**config.mk**
```make
export PLATFORM = sky130hd
export DESIGN_NAME = pc_fetch_unit
export DESIGN_NICKNAME = d
export VERILOG_FILES = /design/src/rtl/pc_fetch_unit.sv
export SDC_FILE = /design/constraint.sdc
export NUM_CORES = 1
export LEC_CHECK = 0
export CORE_ASPECT_RATIO = 1.4
export CORE_MARGIN = 2
export CORE_UTILIZATION = 43
export DETAILED_ROUTE_END_ITERATION = 8
export PLACE_DENSITY_LB_ADDON = 0.2
export SLEW_MARGIN = 5
export SYNTH_ARGS = -nofsm -noshare
export SYNTH_HDL_FRONTEND = slang
export SYNTH_SLANG_ARGS = --single-unit
export TNS_END_PERCENT = 10
```
**constraint.sdc**
```tcl
create_clock -name clk -period 2.5 [get_ports clk]
set_input_delay 0.625 -clock clk [delete_from_list [all_inputs] [get_ports clk]]
set_output_delay 0.625 -clock clk [all_outputs]
set_load 0.05 [all_outputs]
```
**src/rtl/pc_fetch_unit.sv**
```systemverilog
// rtl/pc_fetch_unit.sv - architectural PC register with request/ack instruction fetch
//
// Holds the PC, fetches the instruction at PC from instruction memory and
// offers it to decode, advancing PC to pc_next on the decode handshake.
// Handles flush redirects, stall, halt and misaligned-target trapping.
//
// Ports:
//   clk, rst_n            clock (rising edge), asynchronous active-low reset
//   pc_next               next PC from the PC input adapter
//   pc, pc_plus4          current PC register and its wrap-around successor
//   imem_req, imem_addr   registered fetch request / address (held until ack)
//   imem_ack, imem_rdata  memory response, one ack per request
//   instr, instr_valid    captured instruction offered to decode
//   instr_ready           decode accepts instr this cycle
//   stall, halt           block advance / stop fetching after this instruction
//   flush, flush_pc       redirect PC (ignored once halted)
//   halted, addr_err      halted state flag, sticky misaligned-target flag
module pc_fetch_unit #(
  parameter int                   ADDR_BITS = 32,
  parameter logic [ADDR_BITS-1:0] RESET_PC  = {ADDR_BITS{1'b0}}
) (
  input  logic                 clk,
  input  logic                 rst_n,
  input  logic [ADDR_BITS-1:0] pc_next,
  output logic [ADDR_BITS-1:0] pc,
  output logic [ADDR_BITS-1:0] pc_plus4,
  output logic                 imem_req,
  output logic [ADDR_BITS-1:0] imem_addr,
  input  logic                 imem_ack,
  input  logic [31:0]          imem_rdata,
  output logic [31:0]          instr,
  output logic                 instr_valid,
  input  logic                 instr_ready,
  input  logic                 stall,
  input  logic                 halt,
  input  logic                 flush,
  input  logic [ADDR_BITS-1:0] flush_pc,
  output logic                 halted,
  output logic                 addr_err
);

  typedef enum logic [1:0] {IDLE, FETCH, HOLD, HALTED} state_t;

  state_t               state;
  logic                 discard;    // in-flight response belongs to a flushed path
  logic                 advance;
  logic                 flush_mis;
  logic                 next_mis;
  logic [ADDR_BITS-1:0] flush_al;
  logic [ADDR_BITS-1:0] next_al;

  assign pc_plus4  = pc + ADDR_BITS'(4);
  assign advance   = (state == HOLD) && instr_valid && instr_ready && !stall;
  assign flush_mis = |flush_pc[1:0];
  assign next_mis  = |pc_next[1:0];
  assign flush_al  = {flush_pc[ADDR_BITS-1:2], 2'b00};
  assign next_al   = {pc_next[ADDR_BITS-1:2], 2'b00};

  always_ff @(posedge clk or negedge rst_n) begin
    if (!rst_n) begin
      pc          <= RESET_PC;
      imem_req    <= 1'b0;
      imem_addr   <= '0;
      instr       <= 32'h0;
      instr_valid <= 1'b0;
      halted      <= 1'b0;
      addr_err    <= 1'b0;
      discard     <= 1'b0;
      state       <= IDLE;
    end else if (flush && state != HALTED) begin
      // Flush wins over advance and stall.
      instr_valid <= 1'b0;
      if (flush_mis) begin
        pc       <= flush_al;
        addr_err <= 1'b1;
        halted   <= 1'b1;
        imem_req <= 1'b0;
        discard  <= 1'b0;
        state    <= HALTED;
      end else begin
        pc <= flush_pc;
        if (state == FETCH && !imem_ack) begin
          // Request must stay stable until acked; drop its data later and
          // refetch from whatever pc holds at that point.
          discard <= 1'b1;
        end else begin
          // Any same-cycle response is simply not captured.
          discard   <= 1'b0;
          imem_req  <= 1'b1;
          imem_addr <= flush_pc;
          state     <= FETCH;
        end
      end
    end else begin
      case (state)
        IDLE: begin
          imem_req  <= 1'b1;
          imem_addr <= pc;
          state     <= FETCH;
        end
        FETCH: begin
          if (imem_ack) begin
            if (discard) begin
              discard   <= 1'b0;
              imem_req  <= 1'b1;
              imem_addr <= pc;
            end else begin
              instr       <= imem_rdata;
              instr_valid <= 1'b1;
              imem_req    <= 1'b0;
              state       <= HOLD;
            end
          end
        end
        HOLD: begin
          if (advance) begin
            instr_valid <= 1'b0;
            if (next_mis) begin
              pc       <= next_al;
              addr_err <= 1'b1;
              halted   <= 1'b1;
              state    <= HALTED;
            end else begin
              pc <= pc_next;
              if (halt) begin
                halted <= 1'b1;
                state  <= HALTED;
              end else begin
                imem_req  <= 1'b1;
                imem_addr <= pc_next;
                state     <= FETCH;
              end
            end
          end
        end
        HALTED: begin
        end
      endcase
    end
  end

endmodule

```
==> impl_metrics.tcl, run 1 <==
set metrics [dict create \
    root_buffer "clkbuf_16" \
    synth_top_area_cell "dfrtp_1" \
    antennaDiodeCount 0 \
    clock_latency_ns 0.34 \
    postCtsHoldBufs 0 \
    p_int_mw 7.41 \
    ir_worst_vdd_uv 909 \
    arrival_ns 2.08 \
    timing.final.ws_setup_ns -0.200 \
    ys_seq_elements 103 \
    grt_pass1_wl_um 27400 \
    skew_ns 0.00620 \
    worst-path-max-fanout 8 \
    dieArea_um2 13900 \
    drc_errors 0 \
    max_freq_mhz 370 \
    cts_buffers 9 \
    grt_max_degree 46 \
    critical_path_required_ns 1.88 \
    start_util 0.438 \
    first_pass_iters 5 \
    period_needed_ns 2.70 \
    p_leak_nw 4.18 \
    yosys_warnings 0 \
    initialDrtViolationCount 184 \
    cp-start-kind "flop" \
    rr_endpoint "imem_addr[13]$_DFFE_PN0P_" \
    rsz0062_at_grt "yes" \
    path_clk_slew_ns 0.07 \
    power_density_nw_per_um2 1530 \
    gr-total-overflow 0 \
    ant_nets 0 \
    fin_crit_sh 1.08 \
    combPwrFrac 0.680 \
    num_rows 49 \
    via_count 5134 \
    ys.flop_type "dfrtp_1" \
    placement.io_buffers 234 \
    slew_viol_final 0 \
    grt_usage 0.249 \
    die_width_um 100 \
    r2r-start "state[0]$_DFFE_PN0P_" \
    synth_area_um2 5580 \
    die_height_um 139 \
    hold_class "primary input to async pin" \
    worstMarginPinSlew_ns 0.572 \
    end_kind "output port" \
    swShare 0.483 \
    status "finished, violations left" \
    final_core_utilization 0.733 \
    synth_cell_types 43 \
    ys_seq_area_frac 0.462 \
    antenna_found_initial 0 \
    max_cap_viol_count 0 \
    avgRoutedWirePerCell_um 18.6 \
    areaGrowthSynthToFinish_pct 67.3 \
    syn_nets 633 \
    drt-total-wl_um 17600 \
    p_switching_mw 6.92 \
    synthTopCellsByArea "dfrtp_1 (46%), mux2_2 (7.3%), mux2_4 (7.3%)" \
    async_flop_share 1.00 \
    clockPowerShare 0.107 \
    grt_pass1_vias 5336 \
    h-tree-depth 3 \
    yosys-top-cells-count "dfrtp_1 (103), nand2_1 (70), mux2_2 (36)" \
    placedCellCount 920 \
    core_um2 12800 \
    viasPerCell 5.44 \
    cts_buffer_depth 2 \
    slew-limit-headroom 0.617 \
    finalHoldWorstSlack_ns 0.233 \
    drive_above_1_share 0.254 \
    pwr-share-seq 0.213 \
    violations "setup timing" \
    io_pins 235 \
    syn_avg_cell_area_um2 10.6 \
    layoutNonFillerInstCount 943 \
    synth_edf_count 0 \
    r2r_cells 6 \
    setup_violations 19 \
    synth.most_common_cell "dfrtp_1" \
    hold_viol 0 \
    dp_hpwl_um 13300 \
    synth_top_area_frac 0.462 \
    cts_sinks 103 \
    gp_congestion 0.889 \
    layout.nets 892 \
    synthCells 526 \
    path_class "flop to output port" \
    cts_tree "done" \
    reg2reg_slack_ns 0.28 \
]
[stage by stage]
| step | setup slack, ns | setup TNS [ns] | total power, mW | instance area [um2] |
|---|---|---|---|---|
| after global routing | -0.303 | -4.60 | 14.9 | 9340 |
| after CTS | -0.186 | -1.99 | 14.4 | 9270 |
| after floorplan | -0.276 | -4.31 | 9.11 | 5880 |
| final | -0.200 | -2.56 | 14.3 | 9340 |
| after detailed placement | -0.0712 | -1.60 | 12.7 | 8900 |
| after global placement | -0.0578 | -1.40 | 12.6 | 8900 |
[critical path: stages, from the launching register on]
cell,delay [ns]
dfrtp_2,0.40
nand4_1,0.20
nor4_4,0.31
buf_6,0.18
nand4_1,0.22
xnor2_4,0.25
buf_12,0.16
[worst max path at each step]
stage	cells past startpoint	start	to	slack [ns]
2_1_floorplan	4	pc[2]$_DFFE_PN0P_	pc_plus4[10]	-0.28
3_3_place_gp	6	pc_next[0]	imem_addr[9]$_DFFE_PN0P_	-0.06
3_5_place_dp	6	pc_next[1]	imem_addr[8]$_DFFE_PN0P_	-0.07
4_1_cts	6	pc[13]$_DFFE_PN0P_	pc_plus4[28]	-0.19
5_1_grt	6	pc[13]$_DFFE_PN0P_	pc_plus4[28]	-0.30
6_report	6	pc[13]$_DFFE_PN0P_	pc_plus4[28]	-0.20
[placed cells by master, fill, tap and decap left out, types with 2 or more instances in the layout]
cell type / count
o211ai_1: 2
ha_1: 2
buf_12: 33
mux2_2: 36
nor3_1: 3
nor4_1: 3
nand2_1: 70
o21ai_0: 33
nand3_1: 11
nor2_2: 2
dfrtp_1: 92
a21o_1: 30
bufinv_16: 2
and3_1: 5
nand2b_1: 2
o22ai_1: 2
nand4_1: 11
a21oi_1: 34
nor3_2: 3
nor2b_1: 4
xnor2_1: 6
buf_4: 43
nor2_1: 6
nand3b_1: 2
inv_1: 16
xor2_1: 2
nand3_2: 2
clkbuf_16: 9
xnor2_4: 12
clkdlybuf4s50_1: 204
mux2_4: 27
mux2i_1: 34
and2_1: 2
and4_1: 2
o31ai_1: 2
dfrtp_2: 11
xnor2_2: 7
[power by group through the flow]
stage          sequential [mW]  combinational [mW]  clock (mW)
3_3_place_gp              3.02                9.54           0
4_1_cts                   3.04                9.74        1.57
2_1_floorplan             5.65                3.45           0
6_report                  3.05                9.75        1.54
5_1_grt                   3.15                10.1        1.63
3_5_place_dp              3.07                9.68           0
[state kept, by name (all words and copies together) (netlist names)]
register     count
imem_addr       32
imem_req         1
instr           32
instr_valid      1
halted           1
discard          1
pc              32
state            2
addr_err         1
[logic make-up after synthesis]
family | after synthesis | share of synthesized area
compound gates | 112 | 0.126
buf+inv | 50 | 0.0417
fa+ha+maj | 4 | 0.00896
mux | 97 | 0.206
flops | 103 | 0.462
xor+xnor | 28 | 0.0439
simple gates | 132 | 0.112
[repair_timing]
action | in CTS | in global routing
gates cloned | 0 | 1
gates resized for setup | 3 | 10
setup endpoints to repair | 21 | 22
pin swaps | 6 | 5
setup buffers | 4 | 2
hold endpoints to repair | 0 | 0
[final cells by class]
type	count	area (um2)
flip-flops and latches	103	2590
multi-input cells	373	3140
clock inverters	5	81.3
repair buffers	282	3040
well taps	153	191
clock buffers	11	243
fillers	891	3410
inverters	16	60.1
[routing by layer]
layer  vias to the layer above  part of all wire  routed length [um]  track usage
met5                         -                 0                   0            0
met2                       233              0.53                9280        0.447
met3                        20             0.084                1470       0.0630
li1                       2376                 -                   -            -
met1                      2505              0.38                6600        0.293
met4                         0             0.013                 229       0.0634
No activity file was read; power rests on OpenSTA's default activity.
==> run 2, diff against run 1 <==
CORE_MARGIN = not set   (was 2)
==> run 2 against run 1 <==
  * The flow finishes with violations (DRC, setup timing)
  * Die area decreased by 3.4%
  * Core utilization rose by 1.3 points
  * Hold slack worse by 0.026 ns
  * Clock skew grew 0.0032 ns
==> impl_metrics.tcl, run 2 (same netlist as run 1, synthesis figures left out) <==
set metrics [dict create \
    status "finished, violations left" \
    violations "DRC, setup timing" \
    die_width_um 98.3 \
    postCtsHoldBufs 0 \
    hold_class "primary input to async pin" \
    gp_congestion 0.839 \
    fin_setup_tns_ns -2.11 \
    fin_crit_sh 1.08 \
    final_common_cell "clkdlybuf4s50_1" \
    ir_worst_vdd_uv 840 \
    skew_ns 0.00943 \
    dieArea_um2 13500 \
    drive_above_1_share 0.251 \
    ant_nets 0 \
    root_buffer "clkbuf_16" \
    drc_errors 18 \
    slew_viol_final 0 \
    cts_sinks 103 \
    layout.nets 894 \
    grt_pass1_wl_um 28000 \
    pwr-share-seq 0.210 \
    via_count 5130 \
    hold_viol 0 \
    final-seq-area_um2 2590 \
    antenna_found_initial 0 \
    gr-total-overflow 0 \
    setup_violations 19 \
    cts_tree "done" \
    p_int_mw 7.31 \
    dp_hpwl_um 13300 \
    fillers 852 \
    io_pins 235 \
    die_height_um 137 \
    worstMarginPinSlew_ns 0.561 \
    start_util 0.447 \
    period_needed_ns 2.71 \
    p_leak_nw 4.19 \
    cts_buffers 9 \
    max_freq_mhz 369 \
    critical_path_required_ns 1.88 \
    h-tree-depth 3 \
    clockPowerShare 0.105 \
    combPwrFrac 0.685 \
    slew-limit-headroom 0.625 \
    timing.final.ws_setup_ns -0.211 \
    avgRoutedWirePerCell_um 18.7 \
    fin_area_um2 9320 \
    areaGrowthSynthToFinish_pct 66.9 \
    p_switching_mw 6.99 \
    clock_latency_ns 0.35 \
    grt_usage 0.269 \
    drt-total-wl_um 17700 \
    placement.io_buffers 234 \
    reg_top3 "imem_addr x32, instr x32, pc x32" \
    swShare 0.489 \
    grt_max_degree 43 \
    power_density_nw_per_um2 1530 \
    first_pass_iters 9 \
    path_class "flop to output port" \
    max_cap_viol_count 0 \
    multiInputGateArea_um2 3110 \
    cp-start-kind "flop" \
    end_kind "output port" \
    final_cell_mix "clkdlybuf4s50_1 (204), dfrtp_1 (92), nand2_1 (70)" \
    num_rows 48 \
    grt_pass1_vias 5448 \
    rsz0062_at_grt "yes" \
    core_um2 12500 \
    finalHoldWorstSlack_ns 0.207 \
    cts_buffer_depth 2 \
    path_clk_slew_ns 0.07 \
    worst-path-max-fanout 8 \
    dpl-instance-area_um2 8920 \
    initialDrtViolationCount 220 \
    antennaDiodeCount 0 \
    arrival_ns 2.09 \
    viasPerCell 5.45 \
]
-- run 2: changes by cell type in the layout (fill, tap and decap cells not counted), moves of 2 or more --
| cell | before | now |
|---|---|---|
| inv_6 | 0 | 2 |
| nor2_1 | 6 | 8 |
| nor2_2 | 2 | 0 |
| buf_4 | 43 | 46 |
| nor3_1 | 3 | 5 |
| nor3_2 | 3 | 0 |
| inv_8 | 0 | 2 |
-- run 2: metrics by stage --
| stage | total power, mW | util | worst slack (ns) | cells |
|---|---|---|---|---|
| 2_1_floorplan | 9.11 | - | -0.276 | 526 |
| 3_3_place_gp | 12.6 | 0.714 | -0.119 | 920 |
| 3_5_place_dp | 12.8 | 0.714 | -0.149 | 920 |
| 4_1_cts | 14.4 | 0.742 | -0.200 | 937 |
| 5_1_grt | 14.9 | 0.746 | -0.282 | 942 |
| 6_report | 14.3 | 0.746 | -0.211 | 942 |
-- run 2: power groups by stage --
stage,sequential [mW],clock (mW),combinational (mW)
detailed placement,3.02,0,9.76
finish,3.00,1.50,9.79
floorplan,5.65,0,3.45
global placement,2.97,0,9.60
CTS,3.00,1.54,9.81
global route,3.11,1.60,10.2
-- run 2: area by class of cell --
cell class                 count  share of cell area
tap                          150              0.0201
clock inverter                 7             0.00927
inverter                      16             0.00645
clock buffer                   9              0.0242
timing repair buffer         284               0.328
sequential                   103               0.278
multi-input combinational    373               0.334
-- run 2: final timing paths --
kind                                 startpoint                         to  slack, ns  cells after the start
max                           pc[9]$_DFFE_PN0P_               pc_plus4[25]      -0.21                      6
min                                       rst_n  imem_addr[10]$_DFFE_PN0P_       0.21                      1
max reg2reg                state[0]$_DFFE_PN0P_  imem_addr[25]$_DFFE_PN0P_       0.29                      6
min reg2reg                  halted$_DFFE_PN0P_         halted$_DFFE_PN0P_       0.48                      2
max in group asynchronous                 rst_n       instr[4]$_DFFE_PN0P_       1.58                      2
min in group clk             halted$_DFFE_PN0P_         halted$_DFFE_PN0P_       0.48                      2
-- run 2: layer usage --
metal	share of wire	vias to the layer above	GRT usage
met5	0	-	0
met4	0.018	0	0.0837
met3	0.081	26	0.0781
met2	0.54	218	0.507
met1	0.36	2520	0.289
li1	-	2366	-
-- run 2: worst max-delay path: stages, from the launching register on --
cell and delay (ns):
dfrtp_2 0.36, nand4_1 0.20, nor4_4 0.35, buf_6 0.19
nand4_1 0.21, xnor2_4 0.27, buf_12 0.16
-- run 2: what timing repair did --
| action | 4_1_cts | 5_1_grt |
|---|---|---|
| setup endpoints to repair | 19 | 24 |
| pin swaps | 5 | 6 |
| setup buffers | 1 | 4 |
| cloned | 0 | 1 |
| gates resized for setup | 5 | 5 |
==> run 3, diff against run 2 <==
CORE_UTILIZATION = 39   (was 43)
HOLD_SLACK_MARGIN = 0.08   (was not set)
clock period = 2.4 ns   (was 2.5 ns; I/O delays follow)
==> run 3 against run 2 <==
  * The run ends with setup timing left
  * Sequential share of layout area shrank 0.50 points
  * Core utilization shrank 6.5 points
  * Worst setup slack lost 0.014 ns
  * Clock-buffer cell count is the same
  * Final cell count grew 4.0%
  * Register-to-register slack lost 0.16 ns
  * Via count shrank 0.33%
  * Clock power shrank 3%
  * Flip-flop and latch count is the same
  * Sequential power grew 4%
  * Die area grew 10%
  * Critical path type unchanged
  * Critical endpoint is now pc_plus4[28]
  * Largest cell class unchanged
==> impl_metrics.tcl, run 3 (same netlist as run 1, synthesis figures left out) <==
set metrics [dict create \
    status "finished, violations left" \
    violations "setup timing" \
    drive_above_1_share 0.281 \
    placedCellCount 958 \
    r2r-start "state[1]$_DFFE_PN0P_" \
    final_common_cell "clkdlybuf4s50_1" \
    critical_path.slowest_cell "dfrtp_2" \
    cts_buffers 9 \
    layout.nets 897 \
    skew_ns 0.0112 \
    h-tree-depth 3 \
    finalHoldWorstSlack_ns 0.140 \
    setup_violations 20 \
    cp-start-kind "flop" \
    reg_top3 "imem_addr x32, instr x32, pc x32" \
    first_pass_iters 4 \
    crit_family "simple AND/OR/NAND/NOR gates" \
    gr-total-overflow 0 \
    cp.depth 6 \
    drc_errors 0 \
    period_needed_ns 2.63 \
    max_freq_mhz 381 \
    grt_usage 0.235 \
    p_leak_nw 4.26 \
    hold_viol 0 \
    fin_crit_sh 1.09 \
    fillers 1020 \
    worstMarginPinSlew_ns 0.559 \
    antenna_found_initial 0 \
    cts_sinks 103 \
    grt_pass1_wl_um 26500 \
    initialDrtViolationCount 183 \
    end_kind "output port" \
    arrival_ns 2.03 \
    core_um2 14000 \
    cp_cell_sequence "nand2_1 -> nor4_4 -> buf_12 -> nand4_1 -> xnor2_4 -> buf_12" \
    dpl-instance-area_um2 9110 \
    ant_nets 0 \
    cts_tree "done" \
    reg2reg_slack_ns 0.13 \
    areaGrowthSynthToFinish_pct 70.4 \
    grt_pass1_vias 5343 \
    max_cap_viol_count 0 \
    rr_endpoint "imem_addr[23]$_DFFE_PN0P_" \
    final_core_utilization 0.681 \
    clock_latency_ns 0.35 \
    slew-limit-headroom 0.626 \
    gp_congestion 0.856 \
    power_density_nw_per_um2 1570 \
    cts_buffer_depth 2 \
    dieArea_um2 14800 \
    placement.io_buffers 234 \
    dp_hpwl_um 13000 \
    ir_worst_vdd_uv 1090 \
    fin_area_um2 9510 \
    grt_max_degree 42 \
    critical_path_required_ns 1.80 \
    antennaDiodeCount 0 \
    timing.final.ws_setup_ns -0.225 \
    via_count 5113 \
    io_pins 235 \
    final_cell_mix "clkdlybuf4s50_1 (199), dfrtp_1 (86), nand2_1 (70)" \
    drt-total-wl_um 17200 \
    root_buffer "clkbuf_16" \
    hold_class "primary input to async pin" \
    worst-path-buf-inv 2 \
    worst_path_most_repeated_cell "buf_12" \
    r2r_cells 8 \
    rsz0062_at_grt "yes" \
    layoutNonFillerInstCount 980 \
    worst-path-max-fanout 15 \
    start_util 0.400 \
    die_width_um 103 \
    path_clk_slew_ns 0.07 \
    cp_slowest_stage_delay_ns 0.43 \
    num_rows 51 \
    viasPerCell 5.22 \
    die_height_um 144 \
    path_class "flop to output port" \
    avgRoutedWirePerCell_um 17.5 \
    slew_viol_final 0 \
    fin_total_pwr_mw 14.9 \
]
-- run 3: layer usage --
layer,global-route usage,vias up,part of all wire
li1,-,2377,-
met1,0.258,2479,0.37
met2,0.429,236,0.53
met3,0.0730,21,0.088
met4,0.0667,0,0.016
met5,0,-,0
-- run 3: area by class of cell --
type | count | area, um2 | share of cell area
Multi-Input combinational cell | 373 | 3200 | 0.336
Clock buffer | 9 | 225 | 0.0237
Tap cell | 185 | 231 | 0.0243
Inverter | 16 | 60.1 | 0.00631
Sequential cell | 103 | 2600 | 0.273
Timing Repair Buffer | 287 | 3130 | 0.329
Clock inverter | 7 | 63.8 | 0.00671
-- run 3: power breakdown --
| part | total, mW | switching (mW) | internal [mW] |
|---|---|---|---|
| logic | 10.4 | 6.00 | 4.36 |
| registers | 3.12 | 0.569 | 2.55 |
| clock network | 1.45 | 0.723 | 0.727 |
| total | 14.9 | 7.29 | 7.64 |
-- run 3: what timing repair did --
action | 4_1_cts | 5_1_grt
pin swaps | 6 | 6
hold buffers | 0 | 0
endpoints found under the setup margin | 25 | 26
setup buffers | 3 | 3
resized for setup | 8 | 8
-- run 3: stage by stage --
stage / setup TNS [ns] / setup slack (ns)
after global placement: -3.54 / -0.135
after floorplan: -3.57 / -0.261
final: -2.46 / -0.225
after global routing: -4.80 / -0.329
after detailed placement: -4.47 / -0.173
after CTS: -3.45 / -0.287
-- run 3: how the worst max path moves through the flow --
stage,start,end,slack (ns)
CTS,pc[10]$_DFFE_PN0P_,pc_plus4[25],-0.29
floorplan,pc[19]$_DFFE_PN0P_,pc_plus4[28],-0.26
detailed placement,pc_next[0],imem_addr[26]$_DFFE_PN0P_,-0.17
finish,pc[15]$_DFFE_PN0P_,pc_plus4[28],-0.23
global route,pc[3]$_DFFE_PN0P_,pc_plus4[25],-0.33
global placement,pc_next[0],imem_addr[21]$_DFFE_PN0P_,-0.14
-- run 3: worst reg2reg max path, cell delays in order (launching register included) --
cell,delay [ns]
dfrtp_1,0.46
inv_1,0.08
ha_1,0.34
nor2b_1,0.30
nor4_1,0.09
buf_4,0.15
a21oi_4,0.18
buf_12,0.24
mux2_4,0.33
